`config.mk`:
```
export PLATFORM = sky130hd
export DESIGN_NAME = conway_scan_reader
export DESIGN_NICKNAME = d
export VERILOG_FILES = /design/src/rtl/conway_scan_reader.sv
export SDC_FILE = /design/constraint.sdc
export NUM_CORES = 1
export LEC_CHECK = 0
export BUFFER_PORTS_ARGS = -buffer_cell sky130_fd_sc_hd__clkbuf_2
export CAP_MARGIN = 10
export CELL_PAD_IN_SITES_DETAIL_PLACEMENT = 1
export CELL_PAD_IN_SITES_GLOBAL_PLACEMENT = 1
export CORE_MARGIN = 10
export CORE_UTILIZATION = 37
export CTS_BUF_LIST = sky130_fd_sc_hd__clkbuf_16
export DETAILED_ROUTE_END_ITERATION = 10
export MAX_ROUTING_LAYER = met4
export PLACE_DENSITY = 0.63
export SETUP_SLACK_MARGIN = 0.3
export SYNTH_ARGS = -nofsm -noshare
export SYNTH_HDL_FRONTEND = slang
export SYNTH_SLANG_ARGS = --single-unit
```
`constraint.sdc`:
```
create_clock -name clk -period 9.1 [get_ports clk]
set_input_delay 0 -clock clk [delete_from_list [all_inputs] [get_ports clk]]
set_output_delay 0 -clock clk [all_outputs]
set_load 0.02 [all_outputs]
```
`src/rtl/conway_scan_reader.sv`:
```
// Raster-order reader of the Conway generation grid: fetches words on port B and emits one cell per pix_req.
// Pixel appears one cycle after pix_req; one read in flight at a time, address_b held while wait_request is high.
module conway_scan_reader #(
    parameter int WORD_W        = 20,
    parameter int WORDS_PER_ROW = 64,
    parameter int ROWS          = 1024,
    parameter int ADDR_W        = 16,
    parameter int RD_LATENCY    = 1
) (
    input  logic              clk,
    input  logic              reset,
    input  logic              frame_start,
    input  logic              line_start,
    input  logic              pix_req,
    output logic [ADDR_W-1:0] address_b,
    input  logic [WORD_W-1:0] q_b,
    input  logic              wait_request,
    output logic              ready_sig,
    output logic              pixel,
    output logic              pixel_valid,
    output logic              underflow
);
    localparam int PIX_PER_ROW = WORD_W * WORDS_PER_ROW;
    localparam int WPR_W       = $clog2(WORDS_PER_ROW);
    localparam int ROW_W       = ADDR_W - WPR_W;
    localparam int BIT_W       = $clog2(WORD_W);
    localparam int CNT_W       = $clog2(PIX_PER_ROW + 1);

    typedef enum logic [1:0] {IDLE, SCAN, DONE} state_t;
    state_t r_state, w_next_state;

    logic [WORD_W-1:0]     r_front, r_back;
    logic                  r_front_vld, r_back_vld;
    logic [ADDR_W:0]       r_fetch_ptr;
    logic [ADDR_W-1:0]     r_addr;
    logic                  r_req_pend;
    logic [RD_LATENCY-1:0] r_rd_pipe;
    logic [BIT_W-1:0]      r_bit;
    logic [CNT_W-1:0]      r_pix_cnt;
    logic [ROW_W-1:0]      r_row;
    logic                  r_first_line;
    logic                  r_ready, r_pixel, r_pixel_valid, r_underflow;

    logic                  w_scan, w_pix_ok, w_in_row, w_consume, w_shift, w_frame_end;
    logic                  w_ls, w_short, w_capture, w_accept, w_issue;
    logic [ROW_W:0]        w_next_row;
    logic [ADDR_W:0]       w_row_ptr;
    logic [RD_LATENCY:0]   w_pipe_nxt;

    always_comb begin
        w_scan      = (r_state == SCAN) && !frame_start;
        w_pix_ok    = w_scan && pix_req;
        w_in_row    = (r_pix_cnt != CNT_W'(PIX_PER_ROW));
        w_consume   = w_pix_ok && w_in_row;
        w_shift     = w_consume && (r_bit == BIT_W'(WORD_W - 1));
        w_frame_end = w_consume && (r_row == ROW_W'(ROWS - 1)) &&
                      (r_pix_cnt == CNT_W'(PIX_PER_ROW - 1));
        w_ls        = w_scan && line_start;
        w_short     = w_ls && (r_pix_cnt != '0) && w_in_row;
        w_capture   = r_rd_pipe[RD_LATENCY-1];
        w_accept    = w_scan && r_req_pend && !wait_request;
        w_issue     = w_scan && !w_short && !w_frame_end && (!r_front_vld || !r_back_vld) &&
                      !r_req_pend && (r_rd_pipe == '0) && !r_fetch_ptr[ADDR_W];
        w_next_row  = {1'b0, r_row} + {{ROW_W{1'b0}}, !r_first_line};
        w_row_ptr   = {w_next_row, {WPR_W{1'b0}}};
        w_pipe_nxt  = {r_rd_pipe, w_accept};
    end

    always_comb begin
        w_next_state = r_state;
        if (frame_start)
            w_next_state = SCAN;
        else if (w_frame_end)
            w_next_state = DONE;
    end

    always_ff @(posedge clk or posedge reset) begin
        if (reset)
            r_state <= IDLE;
        else
            r_state <= w_next_state;
    end

    always_ff @(posedge clk or posedge reset) begin
        if (reset) begin
            r_front       <= '0;
            r_back        <= '0;
            r_front_vld   <= 1'b0;
            r_back_vld    <= 1'b0;
            r_fetch_ptr   <= '0;
            r_addr        <= '0;
            r_req_pend    <= 1'b0;
            r_rd_pipe     <= '0;
            r_bit         <= '0;
            r_pix_cnt     <= '0;
            r_row         <= '0;
            r_first_line  <= 1'b1;
            r_ready       <= 1'b0;
            r_pixel       <= 1'b0;
            r_pixel_valid <= 1'b0;
            r_underflow   <= 1'b0;
        end else if (frame_start) begin
            // Clearing the return pipeline drops any read still in flight.
            r_front_vld   <= 1'b0;
            r_back_vld    <= 1'b0;
            r_fetch_ptr   <= '0;
            r_req_pend    <= 1'b0;
            r_rd_pipe     <= '0;
            r_bit         <= '0;
            r_pix_cnt     <= '0;
            r_row         <= '0;
            r_first_line  <= !line_start;
            r_ready       <= 1'b0;
            r_pixel_valid <= 1'b0;
        end else begin
            r_pixel_valid <= w_pix_ok;
            if (w_pix_ok) begin
                if (!w_in_row || !r_front_vld) begin
                    r_pixel     <= 1'b0;
                    r_underflow <= 1'b1;
                end else begin
                    r_pixel <= r_front[r_bit];
                end
            end
            if (w_frame_end) begin
                r_ready    <= 1'b1;
                r_req_pend <= 1'b0;
            end
            if (w_short) begin
                r_front_vld  <= 1'b0;
                r_back_vld   <= 1'b0;
                r_req_pend   <= 1'b0;
                r_rd_pipe    <= '0;
                r_fetch_ptr  <= w_row_ptr;
                r_row        <= w_next_row[ROW_W-1:0];
                r_bit        <= '0;
                r_pix_cnt    <= '0;
                r_first_line <= 1'b0;
            end else begin
                if (w_ls) begin
                    r_pix_cnt    <= '0;
                    r_row        <= w_next_row[ROW_W-1:0];
                    r_first_line <= 1'b0;
                end else if (w_consume) begin
                    r_pix_cnt <= r_pix_cnt + CNT_W'(1);
                end
                if (w_consume)
                    r_bit <= w_shift ? '0 : r_bit + BIT_W'(1);
                r_rd_pipe <= w_pipe_nxt[RD_LATENCY-1:0];
                if (w_issue) begin
                    r_addr     <= r_fetch_ptr[ADDR_W-1:0];
                    r_req_pend <= 1'b1;
                end
                if (w_accept) begin
                    r_req_pend  <= 1'b0;
                    r_fetch_ptr <= r_fetch_ptr + {{ADDR_W{1'b0}}, 1'b1};
                end
                // A word returning on the same cycle the front drains goes wherever the shift leaves a hole.
                if (w_shift) begin
                    if (r_back_vld) begin
                        r_front     <= r_back;
                        r_front_vld <= 1'b1;
                        r_back_vld  <= w_capture;
                        if (w_capture)
                            r_back <= q_b;
                    end else begin
                        r_front_vld <= w_capture;
                        r_back_vld  <= 1'b0;
                        if (w_capture)
                            r_front <= q_b;
                    end
                end else if (w_capture) begin
                    if (!r_front_vld) begin
                        r_front     <= q_b;
                        r_front_vld <= 1'b1;
                    end else begin
                        r_back     <= q_b;
                        r_back_vld <= 1'b1;
                    end
                end
            end
        end
    end

    assign address_b   = r_addr;
    assign ready_sig   = r_ready;
    assign pixel       = r_pixel;
    assign pixel_valid = r_pixel_valid;
    assign underflow   = r_underflow;
endmodule

```
==> impl_metrics.tcl <==
set metrics [dict create \
    outcome "completed" \
    ys_types 50 \
    synth_top_cell_by_area "dfrtp_1" \
    required_ps 9390 \
    crit_buf_inv 1 \
    place.gp.congestion 0.811 \
    max_freq_mhz 302 \
    fin_crit_sh_pct 36.4 \
    drtPass1Iterations 4 \
    relSlewSlack_pct 28.0 \
    syn_nets 491 \
    path_class "reg2reg" \
    layout_common_cells "dfrtp_1, clkbuf_2, mux2_2, nor2_1, xor2_1" \
    grt_use_met3_pct 2.47 \
    busiest_layer "met1" \
    ys_ff_latch 109 \
    netlist.area_leader.share_pct 51.5 \
    numCtsBuffers 9 \
    die_x_um 139 \
    initial_core_util_pct 37.8 \
    clock_sinks 109 \
    wl_per_cell_um 18.3 \
    layout_commonest_cell "dfrtp_1" \
    p_leak_nw 2.68 \
    drt_iter0_markers 165 \
    cp-end-kind "register" \
    die-area_mm2 0.0193 \
    setup_viol 0 \
    finalWirelength_um 12800 \
    diodes 0 \
    cp_slowest_cell "a211oi_4" \
    cp-start-kind "register" \
    via_per_inst 5.37 \
    syn_area_mm2 0.00525 \
    grt_first_pass_wirelength_um 21700 \
    r2r.worst_path.cells 6 \
    cts_setup_buffers 0 \
    overflow 0 \
    worstPathArrival_ps 3600 \
    crit_path_max_fanout 21 \
    crit_cells 6 \
    drv_slew 0 \
    synthFlopType "dfrtp_1" \
    syn_inst 459 \
    dp.cells 666 \
    fin_cells 702 \
    grt_max_degree 82 \
    drive_gt1_share_pct 22.2 \
    tns_ps 0 \
    dp_hpwl_um 8840 \
    num_rows 43 \
    clk_latency_ps 360 \
    cp_slowest_stage_delay_ps 970 \
    syn_area_per_cell_um2 11.4 \
    synth_edf_count 0 \
    clock_path_buffers 2 \
    antenna_found_initial 0 \
    path_clk_slew_ps 70 \
    nets 550 \
    drc 0 \
    async_flop_share_pct 100 \
    die_y_um 139 \
    cts_resized 0 \
    port_buffers 45 \
    p_per_area_mw_per_mm2 170 \
    core_area_mm2 0.0139 \
    path_cells "nor4bb_2 -> buf_4 -> and4_1 -> nand3_1 -> a211oi_4 -> o221a_1" \
    io_pins 46 \
    vias 3767 \
    yosysSeqAreaShare_pct 52.0 \
    ctsHtreeMaxLevel 3 \
    grt_use_met1_pct 19.7 \
    cap_viol_max_count 0 \
    min_path_cells 3 \
    grt_pass1_vias 3946 \
    ant_nets 0 \
    ys_warn_count 0 \
    area_growth_pct 17.2 \
    synth.area.top_cells "dfrtp_1, mux2_2, xor2_1, o221a_1, or3_1" \
    cts_tree "built" \
    vdd.ir_drop.worst_mv 0.0910 \
    worst_slew_pin_slew_ps 1070 \
    critical_path.top_delay_family "compound AO/OA/AOI/OAI gates" \
    grt_use_total_pct 14.0 \
    finalHoldViolations 0 \
    use_met2_pct 19.3 \
    rsz0062_at_grt "no" \
    final.min_clock_period_ps 3310 \
    hp-class "in2reg" \
    clockRootBuffer "clkbuf_16" \
    skew_ps 11.1 \
]
state kept, by name, summed over array words and instances (netlist names), 2 cells and up:
name	flops
r_front	20
r_bit	5
r_back	20
r_pix_cnt	11
r_row	10
r_fetch_ptr	17
address_b	16
r_state	2
metal layers:
metal,share of wire (%),routed length (um),vias up
li1,-,-,1802
met1,53,6750,1895
met2,43,5520,52
met3,2.5,325,18
met4,1.7,223,0
met5,0,0,-
power breakdown:
part / switching (W) / internal (W)
clock network: 0.000185 / 0.000212
logic: 0.0000480 / 0.0000545
registers: 0.0000263 / 0.000517
total: 0.000259 / 0.000784
cells in the mapped netlist, types with 4 or more instances:
cell and number:
dfrtp_1 108, mux2_2 37, nor2_1 34, xor2_1 27, nand2_1 25, or3_1 25, o221a_1 20, nand3_1 16
clkbuf_1 15, nand4_1 13, a21oi_1 12, o21ai_0 10, inv_1 9, xnor2_1 9, o22ai_1 8, nand3b_1 7
and3_1 6, buf_2 6, ha_1 6, nand2b_1 5, and4_1 4, mux2i_1 4
through the flow:
| stage | utilization [%] | instance area, um^2 | hold slack, ps | setup WS [ps] | power (W) |
|---|---|---|---|---|---|
| 6_report | 44.3 | 6150 | 1.33 | 5790 | 0.00104 |
| 5_1_grt | 44.3 | 6150 | 26.2 | 5390 | 0.00109 |
| 4_1_cts | 44.2 | 6140 | 3.00 | 5410 | 0.00105 |
| 3_5_place_dp | 40.6 | 5640 | 10.6 | 5400 | 0.000650 |
| 3_3_place_gp | 40.6 | 5640 | -6.39 | 5580 | 0.000647 |
| 2_1_floorplan | - | 5250 | 151 | 6230 | 0.000612 |
cell families (layout without fill, tap and decap cells):
| kind of cell | count (synthesis) | after routing | synth area share [%] |
|---|---|---|---|
| simple gates | 159 | 159 | 16.8 |
| fa+ha+maj | 6 | 6 | 1.43 |
| compound gates | 72 | 72 | 10.8 |
| xor+xnor | 36 | 36 | 6.01 |
| buf+inv | 33 | 96 | 2.93 |
| mux | 44 | 44 | 10.0 |
| flops | 109 | 109 | 52.0 |
worst register-to-register path, cell delays in order (launching register included):
cell	delay, ps
dfrtp_1	440
nor4bb_2	300
buf_4	220
and4_1	370
nand3_1	600
a211oi_4	970
o221a_1	330
final cells by class:
type	count	area [um^2]
Clock buffer	9	225
Clock inverter	6	63.8
Tap cell	180	225
Timing Repair Buffer	72	480
Multi-Input combinational cell	317	2390
Fill cell	1513	7730
Inverter	9	36.3
Sequential cell	109	2730
worst paths after layout:
path	from	slack [ps]	to
hold / removal	line_start	1	r_first_line$_DFFE_PP1P_
setup reg to reg	r_state[1]$_DFFE_PP0P_	5790	r_front[15]$_DFFE_PP0P_
min in group asynchronous	reset	170	r_back[7]$_DFFE_PP0P_
hold reg to reg	underflow$_DFFE_PP0P_	470	underflow$_DFFE_PP0P_
setup / recovery	r_state[1]$_DFFE_PP0P_	5790	r_front[15]$_DFFE_PP0P_
max in group asynchronous	reset	7550	r_state[1]$_DFFE_PP0P_
repair_timing:
item / in CTS / in global routing
setup endpoints to repair: 0 / 0
hold buffers: 21 / 0
endpoints found under the hold margin: 68 / 0
Note: power is estimated with default switching activity, not from simulation.
